File: config.mk
export PLATFORM = sky130hd
export DESIGN_NAME = mmcm_drp_ctrl
export DESIGN_NICKNAME = d
export VERILOG_FILES = /design/src/rtl/mmcm_pkg.sv /design/src/rtl/mmcm_lock_sync.sv /design/src/rtl/mmcm_drp_ctrl.sv
export SDC_FILE = /design/constraint.sdc
export NUM_CORES = 1
export LEC_CHECK = 0
export ABC_AREA = 1
export CAP_MARGIN = 30
export CORE_MARGIN = 2
export CORE_UTILIZATION = 45
export CTS_CLUSTER_DIAMETER = 120
export DETAILED_ROUTE_END_ITERATION = 8
export PLACE_DENSITY = 0.69
export RECOVER_POWER = 100
export SLEW_MARGIN = 20
export SYNTH_ARGS = -nofsm -noshare
export SYNTH_HDL_FRONTEND = slang
export SYNTH_HIERARCHICAL = 1
export SYNTH_SLANG_ARGS = --single-unit
File: constraint.sdc
create_clock -name clk_in -period 1.85 [get_ports clk_in]
set_input_delay 0.37 -clock clk_in [delete_from_list [all_inputs] [get_ports clk_in]]
set_output_delay 0.37 -clock clk_in [all_outputs]
set_load 0.01 [all_outputs]
File: src/rtl/mmcm_pkg.sv
// mmcm_pkg: shared definitions for the MMCM DRP reconfiguration controller.
//   - state_e        : controller FSM states
//   - Err*           : err_code values
//   - DivMax         : largest legal integer divide
//   - reg1_addr()    : first DRP register of each output; the second is reg1 + 1
//   - reg1_value()   : high/low time word written to reg1
//   - reg2_value()   : edge/no_count merge into the reg2 read-back word
package mmcm_pkg;

  typedef enum logic [3:0] {
    StIdle,
    StAssertRst,
    StRead,
    StWaitRd,
    StWrite,
    StWaitWr,
    StNextReg,
    StRelease,
    StWaitLock,
    StDone,
    StErr
  } state_e;

  localparam logic [1:0] ErrNone        = 2'd0;
  localparam logic [1:0] ErrIllegal     = 2'd1;
  localparam logic [1:0] ErrDrpTimeout  = 2'd2;
  localparam logic [1:0] ErrLockTimeout = 2'd3;

  localparam int unsigned DivMax = 126;

  function automatic logic [6:0] reg1_addr(input logic [2:0] sel);
    logic [6:0] addr;
    case (sel)
      3'd0:    addr = 7'h08;
      3'd1:    addr = 7'h0A;
      3'd2:    addr = 7'h0C;
      3'd3:    addr = 7'h0E;
      3'd4:    addr = 7'h10;
      3'd5:    addr = 7'h06;
      3'd6:    addr = 7'h12;
      default: addr = 7'h00;
    endcase
    return addr;
  endfunction

  // Only called for legal divides (1..126), so bit 7 is always zero and the
  // 6-bit difference equals div - floor(div/2) exactly.
  function automatic logic [15:0] reg1_value(input logic [15:0] rd, input logic [6:0] div);
    logic [5:0] hi;
    logic [5:0] lo;
    hi = div[6:1];
    lo = div[5:0] - hi;
    return {3'b000, rd[12], hi, lo};
  endfunction

  function automatic logic [15:0] reg2_value(input logic [15:0] rd, input logic [6:0] div);
    logic [15:0] val;
    val    = rd;
    val[7] = div[0];
    val[6] = (div == 7'd1);
    return val;
  endfunction

endpackage

File: src/rtl/mmcm_lock_sync.sv
// mmcm_lock_sync: synchroniser for the asynchronous MMCM LOCKED signal plus
// falling-edge detect of the synchronised value.
//   clk_i    : system clock
//   rst_ni   : asynchronous active-low reset (all flops clear to 0)
//   async_i  : raw LOCKED from the MMCM
//   sync_o   : LOCKED after SYNC_STAGES flops
//   fall_o   : high for one cycle after sync_o drops from 1 to 0
module mmcm_lock_sync #(
  parameter int unsigned SYNC_STAGES = 2
) (
  input  logic clk_i,
  input  logic rst_ni,
  input  logic async_i,
  output logic sync_o,
  output logic fall_o
);

  logic [SYNC_STAGES-1:0] sync_q;
  logic                   prev_q;

  always_ff @(posedge clk_i or negedge rst_ni) begin
    if (!rst_ni) begin
      sync_q <= '0;
      prev_q <= 1'b0;
    end else begin
      sync_q <= {sync_q[SYNC_STAGES-2:0], async_i};
      prev_q <= sync_q[SYNC_STAGES-1];
    end
  end

  assign sync_o = sync_q[SYNC_STAGES-1];
  assign fall_o = prev_q & ~sync_q[SYNC_STAGES-1];

endmodule

File: src/rtl/mmcm_drp_ctrl.sv
// mmcm_drp_ctrl: reprograms the integer divide of one MMCM output over DRP.
// A request holds the MMCM in reset, read-modify-writes the two divider
// registers of the selected output, releases reset and waits for lock.
//   clk_in, rst_n_in        : clock (also MMCM DCLK), async active-low reset
//   cfg_valid/ready/sel/div : request handshake, output index, divide value
//   mmcm_daddr/di/do/den/dwe/drdy : DRP master port
//   mmcm_rst, mmcm_locked   : MMCM reset (active high), raw LOCKED
//   locked_sync, busy, done, err, err_code, lock_loss_cnt : status
module mmcm_drp_ctrl
  import mmcm_pkg::*;
#(
  parameter int unsigned NUM_CLKOUT   = 7,
  parameter int unsigned DRP_TIMEOUT  = 255,
  parameter int unsigned LOCK_TIMEOUT = 65535,
  parameter int unsigned SYNC_STAGES  = 2
) (
  input  logic        clk_in,
  input  logic        rst_n_in,
  input  logic        cfg_valid,
  output logic        cfg_ready,
  input  logic [2:0]  cfg_sel,
  input  logic [7:0]  cfg_div,
  output logic [6:0]  mmcm_daddr,
  output logic [15:0] mmcm_di,
  input  logic [15:0] mmcm_do,
  output logic        mmcm_den,
  output logic        mmcm_dwe,
  input  logic        mmcm_drdy,
  output logic        mmcm_rst,
  input  logic        mmcm_locked,
  output logic        locked_sync,
  output logic        busy,
  output logic        done,
  output logic        err,
  output logic [1:0]  err_code,
  output logic [15:0] lock_loss_cnt
);

  localparam int unsigned TimerMax = (DRP_TIMEOUT > LOCK_TIMEOUT) ? DRP_TIMEOUT : LOCK_TIMEOUT;
  localparam int unsigned TimerW   = $clog2(TimerMax + 1);
  localparam logic [TimerW-1:0] DrpLast  = TimerW'(DRP_TIMEOUT - 1);
  localparam logic [TimerW-1:0] LockLast = TimerW'(LOCK_TIMEOUT - 1);

  state_e            state_q, state_d;
  logic [2:0]        sel_q, sel_d;
  logic [6:0]        div_q, div_d;
  logic              idx_q, idx_d;
  logic [TimerW-1:0] timer_q, timer_d;
  logic [1:0]        init_q;
  logic              rst_q, rst_d;
  logic              den_q, den_d, dwe_q, dwe_d;
  logic [6:0]        daddr_q, daddr_d;
  logic [15:0]       di_q, di_d;
  logic              done_q, done_d, err_q, err_d, busy_q, busy_d, ready_q, ready_d;
  logic [1:0]        err_code_q, err_code_d;
  logic [15:0]       loss_q;
  logic              lock_fall;
  logic              illegal;

  mmcm_lock_sync #(
    .SYNC_STAGES(SYNC_STAGES)
  ) u_lock_sync (
    .clk_i  (clk_in),
    .rst_ni (rst_n_in),
    .async_i(mmcm_locked),
    .sync_o (locked_sync),
    .fall_o (lock_fall)
  );

  assign illegal = (32'(cfg_sel) >= NUM_CLKOUT) || (cfg_div == 8'd0) ||
                   (32'(cfg_div) > DivMax);

  always_comb begin
    state_d    = state_q;
    sel_d      = sel_q;
    div_d      = div_q;
    idx_d      = idx_q;
    timer_d    = timer_q;
    rst_d      = rst_q;
    daddr_d    = daddr_q;
    di_d       = di_q;
    err_code_d = err_code_q;

    unique case (state_q)
      StIdle: begin
        // ready_q is only ever high in idle, so it doubles as the accept gate
        if (cfg_valid && ready_q) begin
          sel_d = cfg_sel;
          div_d = cfg_div[6:0];
          if (illegal) begin
            err_code_d = ErrIllegal;
            state_d    = StErr;
          end else begin
            err_code_d = ErrNone;
            rst_d      = 1'b1;
            state_d    = StAssertRst;
          end
        end
      end
      StAssertRst: begin
        idx_d   = 1'b0;
        state_d = StRead;
      end
      StRead: begin
        timer_d = '0;
        state_d = StWaitRd;
      end
      StWaitRd: begin
        if (mmcm_drdy) begin
          di_d    = idx_q ? reg2_value(mmcm_do, div_q) : reg1_value(mmcm_do, div_q);
          state_d = StWrite;
        end else if (timer_q == DrpLast) begin
          err_code_d = ErrDrpTimeout;
          state_d    = StErr;
        end else begin
          timer_d = timer_q + TimerW'(1);
        end
      end
      StWrite: begin
        timer_d = '0;
        state_d = StWaitWr;
      end
      StWaitWr: begin
        if (mmcm_drdy) begin
          state_d = StNextReg;
        end else if (timer_q == DrpLast) begin
          err_code_d = ErrDrpTimeout;
          state_d    = StErr;
        end else begin
          timer_d = timer_q + TimerW'(1);
        end
      end
      StNextReg: begin
        if (!idx_q) begin
          idx_d   = 1'b1;
          state_d = StRead;
        end else begin
          rst_d   = 1'b0;
          state_d = StRelease;
        end
      end
      StRelease: begin
        timer_d = '0;
        state_d = StWaitLock;
      end
      StWaitLock: begin
        if (locked_sync) begin
          state_d = StDone;
        end else if (timer_q == LockLast) begin
          err_code_d = ErrLockTimeout;
          state_d    = StErr;
        end else begin
          timer_d = timer_q + TimerW'(1);
        end
      end
      StDone:  state_d = StIdle;
      StErr:   state_d = StIdle;
      default: state_d = StIdle;
    endcase

    // Address is presented together with the strobe it belongs to
    if (state_d == StRead || state_d == StWrite) begin
      daddr_d = reg1_addr(sel_q) | {6'b0, idx_d};
    end

    // Second edge after reset release lets the MMCM run and opens the port
    if (init_q == 2'b01) begin
      rst_d = 1'b0;
    end

    den_d   = (state_d == StRead) || (state_d == StWrite);
    dwe_d   = (state_d == StWrite);
    done_d  = (state_d == StDone);
    err_d   = (state_d == StErr);
    busy_d  = (state_d != StIdle);
    ready_d = (state_d == StIdle) && init_q[0];
  end

  always_ff @(posedge clk_in or negedge rst_n_in) begin
    if (!rst_n_in) begin
      state_q    <= StIdle;
      sel_q      <= '0;
      div_q      <= '0;
      idx_q      <= 1'b0;
      timer_q    <= '0;
      init_q     <= 2'b00;
      rst_q      <= 1'b1;
      den_q      <= 1'b0;
      dwe_q      <= 1'b0;
      daddr_q    <= '0;
      di_q       <= '0;
      done_q     <= 1'b0;
      err_q      <= 1'b0;
      busy_q     <= 1'b0;
      ready_q    <= 1'b0;
      err_code_q <= ErrNone;
      loss_q     <= '0;
    end else begin
      state_q    <= state_d;
      sel_q      <= sel_d;
      div_q      <= div_d;
      idx_q      <= idx_d;
      timer_q    <= timer_d;
      init_q     <= {init_q[0], 1'b1};
      rst_q      <= rst_d;
      den_q      <= den_d;
      dwe_q      <= dwe_d;
      daddr_q    <= daddr_d;
      di_q       <= di_d;
      done_q     <= done_d;
      err_q      <= err_d;
      busy_q     <= busy_d;
      ready_q    <= ready_d;
      err_code_q <= err_code_d;
      // Lock drops caused by our own reprogramming reset are not losses
      if (lock_fall && !rst_q && (loss_q != 16'hFFFF)) begin
        loss_q <= loss_q + 16'd1;
      end
    end
  end

  assign cfg_ready     = ready_q;
  assign mmcm_daddr    = daddr_q;
  assign mmcm_di       = di_q;
  assign mmcm_den      = den_q;
  assign mmcm_dwe      = dwe_q;
  assign mmcm_rst      = rst_q;
  assign busy          = busy_q;
  assign done          = done_q;
  assign err           = err_q;
  assign err_code      = err_code_q;
  assign lock_loss_cnt = loss_q;

endmodule

Word-level counts from Yosys, hierarchy flattened
Index checks and enable logic that the tools add are counted.
{ "totals": {"ff_bits": 84, "inputBits": 32, "output_inout_bits": 49} }
{ "classes": {"addsub": 3, "n_lt_le_gt_ge": 2, "eq_ne": 33, "muxes": 30, "n_bitwise": 3, "reduce_logical": 23} }
{ "op_table": {"columns": ["operator", "n"], "rows": [
  ["two-way mux 16 bit", 5],
  ["one-hot mux 16 bit (3 select lines)", 1],
  ["one-hot mux 4 bit (9 select lines)", 1],
  ["one-hot mux 5 bit (7 select lines)", 1],
  ["adder 16 x 1 -> 16 bit (second input constant)", 2],
  ["two-way mux 4 bit", 7],
  ["== test 4 x 3 -> 1 bit (second input constant)", 5],
  ["== test 16 bit (second input constant)", 1],
  ["== test 16 x 8 -> 1 bit (second input constant)", 1],
  ["inequality test 16 bit (second input constant)", 1],
  ["== test 4 x 2 -> 1 bit (second input constant)", 3],
  ["== test 4 bit (second input constant)", 3],
  ["inequality test 2 bit (second input constant)", 6],
  ["two-way mux 2 bit", 5],
  ["== test 3 bit (second input constant)", 3],
  ["inequality test 3 bit (second input constant)", 3],
  ["nonzero test 3 bit", 3],
  ["> comparator 8 x 7 -> 1 bit (second input constant)", 1],
  ["logical NOT 4 bit", 2],
  ["logical NOT 8 bit", 1],
  ["== test 7 x 1 -> 1 bit (second input constant)", 1],
  ["two-way mux 7 bit", 1],
  ["OR 7 x 1 -> 7 bit", 1],
  ["== test 3 x 2 -> 1 bit (second input constant)", 2],
  ["other kinds (23)", 34]
]} }

Depth between registers and ports, before layout
Gate-level depths: netlist of the first run.
{ "logic_depth": {"ltp_word": 10, "mapped_depth": 15, "ltp_nobuf": 15} }

By module
Netlist of the first run, hierarchy kept.
{ "modules_own_cells": {"columns": ["mod", "instances", "cells_each", "area_each_um2", "seq_area_each_um2"], "rows": [
  ["mmcm_drp_ctrl", 1, 539, 4345.4, 1978.1],
  ["mmcm_lock_sync", 1, 5, 85.1, 75.1]
]} }

Worst setup path before layout of the first run
Ideal clock, no wire load.
{ "synth_path": {"kind": "register -> register", "from": "reg loss_q[0], in the netlist lock_loss_cnt[0]", "to": "reg loss_q[11], in the netlist lock_loss_cnt[11]", "setup_ns": 0.123, "t_arrival_ns": 1.649, "required_time_ns": 1.727, "slack_ns": 0.078, "path_stages_with_launch": 12, "cell_sequence": "dfrtp_1 > ha_1 > nand3_1 > nor3_1 > nand3_1 > nand2_2 > nor2_1 > nand2_1 > nor2_1 > nand2_1 > o21ai_0 > nand2_1"} }
{ "synth_via": {"elab_chain_cells": 2} }
{ "synth_rtl": {"columns": ["item", "line", "text"], "rows": [
  ["start: declaration", "mmcm_drp_ctrl.sv:56", "logic [15:0] loss_q;"],
  ["start signal: assignment", "mmcm_drp_ctrl.sv:217", "loss_q <= loss_q + 16'd1;"],
  ["branches (longest 2 deep; another with adder 16 x 1 -> 16 bit)", null, null]
]} }
Parallel ways; which one is timed is not known.
A chain may end at the register's enable or synchronous reset.

Worst setup path in the final report of the first run
{ "layout_path": {"from": "reg u_lock_sync.sync_q[1]", "to": "out locked_sync"} }
{ "layout_rtl": {"columns": ["item", "line", "text"], "rows": [
  ["start: declaration", "mmcm_lock_sync.sv:18", "logic [SYNC_STAGES-1:0] sync_q;"],
  ["start signal: assignment", "mmcm_lock_sync.sv:26", "sync_q <= {sync_q[SYNC_STAGES-2:0], async_i};"],
  ["end: declaration", "mmcm_drp_ctrl.sv:31", "output logic locked_sync,"]
]} }
No word-level cell between the ends.

==> out/metrics.csv, run 1 <==
stage,metric,value,unit
outcome,outcome,completed,
global_route,grt_max_degree,30,
job,drv_cap,0,
placed_design,io_buffers,76,
cells_and_area,area_growth,33.6,%
detailed_routing,wl,10.6,mm
power,power.density,1430,nW/um2
synth,synth.distinct_cells,43,
worst_setup_path,reg2reg_from,state_q[2],
worst_setup_path,startpoint_type,register,
worst_setup_path,end_kind,output pin,
detailed_routing,viasPerCell,4.94,
detailed_routing,drc,0,
synth,synth_top_family_by_area,simple AND/OR/NAND/NOR gates,
floorplan,chipHeight,103,um
power,ir_worst_vdd,0.702,mV
global_route,grt_pass1_vias,3750,
synth,synth-xor-area-share,4.94,%
detailed_routing,ant_nets,0,
worst_setup_path,r2r_end,timer_q[2],
floorplan,dieArea,10700,um2
global_route,antenna_found_initial,0,
placed_design,place.gp.congestion,0.899,
synth,syn_inst,544,
cts,cts.sinks,82,
hold_path,holdCritPathClass,register to register,
hold_path,whs_path_depth,0,
timing,period_minus_slack,1.76,ns
worst_setup_path,max_stage_delay,0.53,ns
synth,syn_area_per_cell,8.14,um2
synth,syn_area,4430,um2
synth,synthSimpleGateAreaFrac,29.2,%
cells_and_area,fin_nets,701,
detailed_routing,wl_per_cell,13.4,um
worst_setup_path,path_max_fanout,4,
synth,yosysWarningCount,6,
cells_and_area,final_layout_size_suffix_gt1_share,18.4,%
cts,cts_tree,done,
timing,drv_slew,0,
worst_setup_path,cp_num_buf_inv,2,
synth,synthMuxAreaShare,0,%
synth,synth_top_cell_area_share,45.7,%
power,p_leak,2.72,nW
worst_setup_path,cp_top_family,buffers and inverters,
cts,h-tree-depth,3,
worst_setup_path,r2r_setup_slack,0.11,ns
timing,period_share,95.2,%
worst_setup_path,crit_chain,buf_4 > clkdlybuf4s50_1,
placed_design,dp_hpwl,7.85,mm
worst_setup_path,worstPathRequired,1.48,ns
worst_setup_path,critPathKind,register to output pin,
worst_setup_path,arrival,1.39,ns
worst_setup_path,critPathSlowestCell,clkdlybuf4s50_1,
timing,worst_slew_pin_slew,0.726,ns
global_route,grt.overflow.total,0,
synth,synth_compound_area_share,9.01,%
floorplan,num_io_pins,81,
hold_path,hold_start,u_lock_sync/sync_q[0],
floorplan,rows,36,
timing,setup_violations,0,
cts,cts_buffers,9,
synth,synth-seq-area-share,46.3,%
cells_and_area,layout_common_cells,"140 x nand2_1, 79 x dfrtp_1, 73 x clkdlybuf4s50_1, 48 x inv_1, 44 x nor2_1",
cells_and_area,diodes,0,
global_route,grtUsageTotal,20.9,%
timing,hold_viol,0,
cells_and_area,layout_commonest_cell,nand2_1,
timing,fin_skew,0.0171,ns
cts,path_clk_slew,0.07,ns
cts,cts.root.buffer_cell,clkbuf_8,
cts,clkLatencyLatePin,0.35,ns
synth,synth_flop_cell,dfrtp_1,
timing,relSlewSlack,51.6,%
synth,synth_area_leaders,"dfrtp_1 46%, nand2_1 12%, inv_1 4.4%",
global_route,grt_pass1_wl,17.6,mm
timing,max_freq,568,MHz
placed_design,place_area,5550,um2
detailed_routing,first_iter_violations,167,
worst_setup_path,reg2reg_depth,11,
detailed_routing,vias,3929,
synth,ys_async_sr_fraction,100,%
floorplan,start_util,45.7,%
floorplan,fp.dieW,103,um
synth,yosys.area_share.adder,3.56,%
cells_and_area,final_util,61.1,%
cts,clk_path_buf_depth,2,
synth,synth-edff-count,0,
power,p_total,8.49,mW
timing,whs,0.353,ns
synth,synth_top_area_cell,dfrtp_1,
synth,ys_seq_elements,82,
hold_path,holdPathEnd,u_lock_sync/sync_q[1],
cells_and_area,finish.instance_area,5920,um2
floorplan,coreArea,9680,um2
timing,rsz0062_at_grt,true,
detailed_routing,dr.pass1.iters,4,
[flip-flops by register name (all words and copies together), names as in the netlist, 2 cells and up]
name / cells
div_q: 7
err_code: 2
init_q: 2
lock_loss_cnt: 16
mmcm_daddr: 5
mmcm_di: 16
sel_q: 3
state_q: 4
timer_q: 16
u_lock_sync/sync_q: 2
[through the flow]
| step | setup TNS, ns | worst slack (ns) | cells |
|---|---|---|---|
| after detailed placement | -1.57 | -0.212 | 773 |
| after floorplan | 0 | 0.0783 | 545 |
| final | 0 | 0.0889 | 795 |
| after CTS | 0 | 0.0103 | 790 |
| after global placement | -0.955 | -0.143 | 773 |
| after global routing | -0.245 | -0.0658 | 795 |
[kinds of logic after synthesis]
family / Yosys count
and+or+nand+nor: 280
DFF: 82
buffers and inverters: 73
AOI/OAI and AO/OA: 70
xor gates and xnor gates: 25
adders and majority gates: 12
other: 2
[worst register-to-register path, cell delays in order, from the launching register on]
cell	delay, ns
dfrtp_1	0.45
inv_2	0.11
nor2_2	0.05
nand3_1	0.10
nand2_1	0.10
nand2_2	0.11
o21ai_2	0.09
nor2_4	0.14
nand2_4	0.12
nor2_2	0.12
xor2_1	0.17
nor2_1	0.06
[power breakdown]
group / switching [mW] / internal, mW
registers: 0.409 / 2.34
logic: 2.46 / 1.95
clock network: 0.662 / 0.669
[per-layer routing]
| layer | GRT usage, % | routed length [um] | up-vias |
|---|---|---|---|
| li1 | - | - | 1971 |
| met1 | 29.1 | 5110 | 1857 |
| met2 | 33.9 | 5010 | 90 |
| met3 | 2.76 | 355 | 11 |
| met4 | 7.29 | 146 | 0 |
| met5 | 0 | 0 | - |
[synthesized netlist by cell type (2+ instances only)]
master     count
conb_1         2
nor3_1         9
nor2_2         8
nand2_4        2
o31ai_1        5
a21oi_1       18
clkbuf_1       7
buf_4          2
inv_1         52
buf_6          2
xor2_1        17
o21ai_0       35
a21oi_2        2
nand3_1       31
nand3_2        3
xnor2_1        8
nor2_1        49
dfrtp_1       81
o21ai_1        3
clkinv_1       3
nand2_1      143
a2bb2oi_1      2
nor3_2         2
ha_1          11
nand2_2       10
nor4_1         6
inv_2          6
nor2_4         4
nand4_1        7
[timing repair]
item / CTS / global route
setup buffers: 0 / 4
hold buffers: 1 / 0
setup endpoints to repair: 1 / 30
gates cloned: 0 / 1
resized for setup: 1 / 45
hold endpoints to repair: 26 / 0
pin swaps: 0 / 8
[how the worst max path moves through the flow]
stage | from | end | depth (start not counted)
after detailed placement | cfg_div[2] | mmcm_daddr[1] | 12
after global placement | cfg_div[1] | mmcm_daddr[4] | 12
after floorplan | lock_loss_cnt[0] | lock_loss_cnt[11] | 11
after global routing | state_q[0] | cfg_ready | 12
after CTS | timer_q[0] | timer_q[2] | 13
final | u_lock_sync/sync_q[1] | locked_sync | 2
[area by class of cell]
type                    count  area, um2
clock buffers              11        141
repair buffers            111       1030
multi-input cells         391       2220
clock inverters             5       63.8
flip-flops and latches     82       2060
inverters                  62        244
fillers                   892       3770
well taps                 133        166
No activity file was read; power rests on OpenSTA's default activity.
==> run 2: changes to the inputs <==
Settings changed: CAP_MARGIN 30 to 10, REMOVE_ABC_BUFFERS from default to 1.
==> out/metrics.csv, run 2 (synthesis results as in run 1) <==
stage,metric,value,unit,change
outcome,outcome,completed,,unchanged
worst_setup_path,critPathKind,register to register,,was register to output pin
cts,h-tree-depth,3,,unchanged
cts,cts.root.buffer_cell,clkbuf_8,,unchanged
hold_path,whs_path_depth,0,,unchanged
global_route,grt_max_degree,30,,unchanged
cells_and_area,diodes,0,,unchanged
timing,max_freq,566,MHz,was 568 MHz
global_route,antenna_found_initial,0,,unchanged
placed_design,io_buffers,76,,unchanged
job,drv_cap,0,,unchanged
floorplan,rows,36,,unchanged
worst_setup_path,end_kind,register,,was output pin
timing,fin_skew,0.0144,ns,was 0.0171 ns
cells_and_area,fin_nets,701,,unchanged
cells_and_area,stdcell_count,795,,unchanged
timing,worst_slew_pin_slew,0.718,ns,was 0.726 ns
worst_setup_path,worstPathRequired,2.15,ns,was 1.48 ns
power,p_leak,2.74,nW,was 2.72 nW
detailed_routing,dr.pass1.iters,4,,unchanged
detailed_routing,viasPerCell,4.98,,was 4.94
worst_setup_path,reg2reg_depth,12,,was 11
cells_and_area,layout_commonest_cell,nand2_1,,unchanged
worst_setup_path,r2r_setup_slack,0.08,ns,was 0.11 ns
detailed_routing,ant_nets,0,,unchanged
timing,relSlewSlack,52.1,%,was 51.6%
floorplan,num_io_pins,81,,unchanged
placed_design,place.gp.congestion,0.937,,was 0.899
placed_design,placed_cells,771,,was 773
timing,rsz0062_at_grt,true,,unchanged
worst_setup_path,r2r_end,mmcm_daddr[2],,was timer_q[2]
detailed_routing,wl,10.6,mm,about the same
timing,period_share,95.6,%,was 95.2%
global_route,grt_pass1_wl,16.5,mm,was 17.6 mm
cells_and_area,layout_common_cells,"134 x nand2_1, 79 x dfrtp_1, 73 x clkdlybuf4s50_1, 50 x inv_1, 41 x nor2_1",,"was 140 x nand2_1, 79 x dfrtp_1, 73 x clkdlybuf4s50_1, 48 x inv_1, 44 x nor2_1"
placed_design,dp_hpwl,7.79,mm,was 7.85 mm
floorplan,coreArea,9680,um2,unchanged
cells_and_area,fillers,834,,was 892
detailed_routing,drc,0,,unchanged
floorplan,start_util,45.7,%,unchanged
power,power.density,1470,nW/um2,was 1430 nW/um2
hold_path,holdCritPathClass,register to register,,unchanged
cts,cts.sinks,82,,unchanged
detailed_routing,first_iter_violations,184,,was 167
placed_design,pre_cts_ws,-0.296,ns,was -0.212 ns
power,p_total,8.79,mW,was 8.49 mW
cells_and_area,final_layout_size_suffix_gt1_share,19.8,%,was 18.4%
worst_setup_path,arrival,2.07,ns,was 1.39 ns
hold_path,hold_start,u_lock_sync/sync_q[0],,unchanged
cts,clk_path_buf_depth,2,,unchanged
floorplan,fp.dieW,103,um,unchanged
timing,hold_viol,0,,unchanged
floorplan,chipHeight,103,um,unchanged
cts,clkLatencyLatePin,0.36,ns,was 0.35 ns
timing,setup_violations,0,,unchanged
global_route,grt.overflow.total,0,,unchanged
global_route,grtUsageTotal,20.0,%,was 20.9%
timing,drv_slew,0,,unchanged
worst_setup_path,startpoint_type,register,,unchanged
power,ir_worst_vdd,0.835,mV,was 0.702 mV
detailed_routing,wl_per_cell,13.3,um,was 13.4 um
floorplan,dieArea,10700,um2,unchanged
cells_and_area,area_growth,35.4,%,was 33.6%
hold_path,holdPathEnd,u_lock_sync/sync_q[1],,unchanged
timing,fin_ws,0.0821,ns,was 0.0889 ns
detailed_routing,vias,3958,,was 3929
timing,period_minus_slack,1.77,ns,was 1.76 ns
global_route,grt_pass1_vias,3624,,was 3750
worst_setup_path,path_max_fanout,6,,was 4
cts,path_clk_slew,0.09,ns,was 0.07 ns
cts,cts_tree,done,,unchanged
cts,cts_buffers,9,,unchanged
worst_setup_path,reg2reg_from,state_q[0],,was state_q[2]
timing,fin_setup_tns,0,ns,unchanged
## run 2: worst max-delay path: stages, from the launching register on
cell	delay, ns
dfrtp_1	0.44
buf_6	0.16
inv_2	0.06
nand2_2	0.07
nor2_2	0.05
nand2_2	0.11
nor3b_4	0.22
nand2_2	0.09
nor2_4	0.14
nand3_4	0.14
nand2_4	0.12
nand2_1	0.06
nand2_1	0.05
## run 2: worst max path at each step
stage / from / end / slack, ns / depth (start not counted)
3_3_place_gp: cfg_div[1] / mmcm_daddr[2] / -0.20 / 12
3_5_place_dp: cfg_div[2] / mmcm_daddr[2] / -0.30 / 12
2_1_floorplan: state_q[0] / mmcm_daddr[3] / -0.02 / 10
6_report: state_q[0] / mmcm_daddr[2] / 0.08 / 12
5_1_grt: timer_q[0] / timer_q[2] / -0.05 / 13
4_1_cts: lock_loss_cnt[0] / lock_loss_cnt[11] / 0.02 / 11
## run 2: layout make-up
class	count	area [um2]	share of cell area, %
clock buffers	10	138	2.29
clock inverters	6	90.1	1.50
inverters	62	249	4.15
multi-input cells	390	2260	37.7
flip-flops and latches	82	2060	34.3
well taps	133	166	2.77
repair buffers	111	1030	17.2
repair inverters	1	8.76	0.146
## run 2: power breakdown
group	total, mW	internal [mW]	switching [mW]
Sequential	2.75	2.34	0.409
Clock	1.47	0.799	0.668
Combinational	4.58	2.01	2.56
Total	8.79	5.15	3.64
## run 2: metrics by stage
step / hold WS, ns / cell area, um2 / util (%)
global placement: 0.320 / 5530 / 57.1
detailed placement: 0.321 / 5530 / 57.1
floorplan: 0.0744 / 4370 / -
finish: 0.371 / 6000 / 61.9
global route: 0.378 / 6000 / 61.9
CTS: 0.374 / 5770 / 59.5
## run 2: routing by layer
| layer | vias up | global-route usage [%] | share of wire (%) |
|---|---|---|---|
| li1 | 1977 | - | - |
| met2 | 103 | 31.3 | 47 |
| met4 | 0 | 9.41 | 2.0 |
| met1 | 1861 | 27.2 | 46 |
| met3 | 17 | 3.43 | 4.9 |
| met5 | - | 0 | 0 |
## run 2: repair_timing
| action | in CTS | in global routing |
|---|---|---|
| pin swaps | 0 | 14 |
| hold endpoints to repair | 24 | 0 |
| setup buffers | 0 | 6 |
| resized for setup | 1 | 56 |
| hold buffers | 1 | 0 |
| cloned | 0 | 1 |
| endpoints found under the setup margin | 1 | 31 |
==> run 3: changes to the inputs <==
Clock period 1.85 ns to 1.65 ns, I/O delays scaled along.
==> out/metrics.csv, run 3 (synthesis results as in run 1) <==
stage,metric,value,unit,change
outcome,outcome,"complete, but fails checks",,was completed
outcome,violations,setup timing,,
worst_setup_path,critPathSlowestCell,dfrtp_1,,unchanged
timing,rsz0062_at_grt,true,,unchanged
global_route,grt_pass1_wl,19.9,mm,was 16.5 mm
power,power.density,1690,nW/um2,was 1470 nW/um2
worst_setup_path,max_stage_delay,0.42,ns,was 0.44 ns
timing,max_freq,544,MHz,was 566 MHz
timing,period_minus_slack,1.84,ns,was 1.77 ns
detailed_routing,wl_per_cell,15.0,um,was 13.3 um
global_route,busiest_layer,met2,,unchanged
timing,setup_violations,26,,was 0
global_route,grt_max_degree,83,,was 30
cells_and_area,fin_nets,768,,was 701
worst_setup_path,r2r_setup_slack,-0.19,ns,was 0.08 ns
cts,cts.sinks,82,,unchanged
power,ir_worst_vdd,0.808,mV,was 0.835 mV
floorplan,rows,36,,unchanged
timing,period_share,111,%,was 95.6%
placed_design,dp_hpwl,8.52,mm,was 7.79 mm
hold_path,holdCritPathClass,input port to async pin,,was register to register
global_route,met1_usage,31.3,%,was 27.2%
global_route,grt.overflow.total,0,,unchanged
worst_setup_path,path_max_fanout,4,,was 6
detailed_routing,dr.pass1.iters,4,,unchanged
cells_and_area,layout_commonest_cell,nand2_1,,unchanged
cells_and_area,fillers,725,,was 834
cts,cts_buffers,9,,unchanged
floorplan,chipHeight,103,um,unchanged
detailed_routing,viasPerCell,5.08,,was 4.98
global_route,grt_pass1_vias,4202,,was 3624
cells_and_area,area_growth,55.3,%,was 35.4%
cts,path_clk_slew,0.08,ns,was 0.09 ns
placed_design,place.gp.congestion,0.939,,was 0.937
cts,clkLatencyLatePin,0.36,ns,about the same
floorplan,fp.dieW,103,um,unchanged
global_route,use_met2,40.2,%,was 31.3%
job,drv_cap,0,,unchanged
detailed_routing,vias,4374,,was 3958
global_route,grtUsageTotal,24.6,%,was 20.0%
power,p_leak,3.30,nW,was 2.74 nW
worst_setup_path,crit_chain,buf_6 > nor2_4 > nand3_4 > nand2_4 > nand2_4 > o21ai_4 > nor2_4 > nand2_4 > buf_12 > nor2_4 > xor2_1 > nor2_1,,was buf_6 > inv_2 > nand2_2 > nor2_2 > nand2_2 > nor3b_4 > nand2_2 > nor2_4 > nand3_4 > nand2_4 > nand2_1 > nand2_1
timing,drv_slew,0,,unchanged
cts,h-tree-depth,3,,unchanged
timing,worst_slew_pin_slew,1.14,ns,was 0.718 ns
timing,fin_ws,-0.188,ns,was 0.0821 ns
floorplan,coreArea,9680,um2,unchanged
worst_setup_path,end_kind,register,,unchanged
cells_and_area,layout_common_cells,"116 x nand2_1, 84 x buf_4, 77 x dfrtp_1, 53 x clkdlybuf4s50_1, 43 x inv_1",,"was 134 x nand2_1, 79 x dfrtp_1, 73 x clkdlybuf4s50_1, 50 x inv_1, 41 x nor2_1"
timing,hold_viol,0,,unchanged
timing,fin_setup_tns,-2.62,ns,was 0 ns
cells_and_area,final_layout_size_suffix_gt1_share,35.0,%,was 19.8%
worst_setup_path,startpoint_type,register,,unchanged
placed_design,io_buffers,76,,unchanged
detailed_routing,drc,0,,unchanged
worst_setup_path,worstPathRequired,1.94,ns,was 2.15 ns
worst_setup_path,cp_num_buf_inv,2,,unchanged
floorplan,dieArea,10700,um2,unchanged
floorplan,num_io_pins,81,,unchanged
detailed_routing,first_iter_violations,166,,was 184
global_route,grt_use_met3,4.37,%,was 3.43%
floorplan,start_util,45.7,%,unchanged
detailed_routing,wl,12.9,mm,was 10.6 mm
global_route,antenna_found_initial,0,,unchanged
cells_and_area,diodes,0,,unchanged
worst_setup_path,arrival,2.12,ns,was 2.07 ns
placed_design,pre_cts_ws,-0.452,ns,was -0.296 ns
timing,relSlewSlack,23.9,%,was 52.1%
detailed_routing,ant_nets,0,,unchanged
cts,cts_tree,done,,unchanged
worst_setup_path,cp_top_family,simple AND/OR/NAND/NOR gates,,unchanged
cts,clk_path_buf_depth,2,,unchanged
timing,fin_skew,0.00899,ns,was 0.0144 ns
cts,cts.root.buffer_cell,clkbuf_8,,unchanged
worst_setup_path,critPathKind,register to register,,unchanged
==> run 3: cell types whose count changed in the layout (fill, tap and decap cells not counted), sizes merged <==
cell           previous run  this run
buf                      32       101
clkdlybuf4s50            73        53
dlygate4sd2               1        17
clkdlybuf4s25             0         3
clkbuf                   13        12
clkinv                    5         6
clkinvlp                  2         1
dlygate4sd3               2         1
==> run 3: final cells by class <==
cell class,instances,area [um2],share of cell area [%]
well taps,133,166,2.42
flip-flops and latches,82,2060,29.9
clock inverters,6,82.6,1.20
repair inverters,1,6.26,0.0909
inverters,62,260,3.78
clock buffers,9,124,1.80
repair buffers,178,1590,23.2
multi-input cells,390,2590,37.6
==> run 3: path summary, 6_finish.rpt <==
| kind | cells past startpoint | startpoint | to |
|---|---|---|---|
| worst min register to register | 0 | u_lock_sync/sync_q[0] | u_lock_sync/sync_q[1] |
| min in group clk_in | 0 | u_lock_sync/sync_q[0] | u_lock_sync/sync_q[1] |
| worst max register to register | 12 | state_q[2] | timer_q[2] |
| worst min-delay path | 2 | rst_n_in | timer_q[7] |
| worst max-delay path | 12 | state_q[2] | timer_q[2] |
| max in group asynchronous | 2 | rst_n_in | state_q[1] |
==> run 3: power breakdown <==
group / internal [mW] / switching, mW
sequential: 2.63 / 0.442
clock: 0.836 / 0.745
combinational: 3.23 / 3.76
total: 6.69 / 4.95
==> run 3: timing repair <==
item                       in CTS  in global routing
setup endpoints to repair      51                 52
pin swaps                      37                 25
setup buffers                  16                 13
gates cloned                    2                  0
hold buffers                    0                  0
gates resized for setup       121                 70
==> run 3: layer usage <==
metal	vias up	part of all wire, %
met5	-	0
met4	0	3.1
met3	38	5.2
met2	142	49
met1	2088	42
li1	2106	-
==> run 3: through the flow <==
stage / cells / hold WS (ns) / power (mW) / area, um2 / util [%]
after floorplan: 534 / 0.0344 / 5.71 / 4370 / -
after global placement: 819 / 0.334 / 7.99 / 5900 / 61.0
after detailed placement: 819 / 0.343 / 8.17 / 5900 / 61.0
after CTS: 852 / 0.00536 / 11.2 / 6670 / 68.9
after global routing: 861 / 0.376 / 12.4 / 6880 / 71.0
final: 861 / 0.280 / 11.6 / 6880 / 71.0
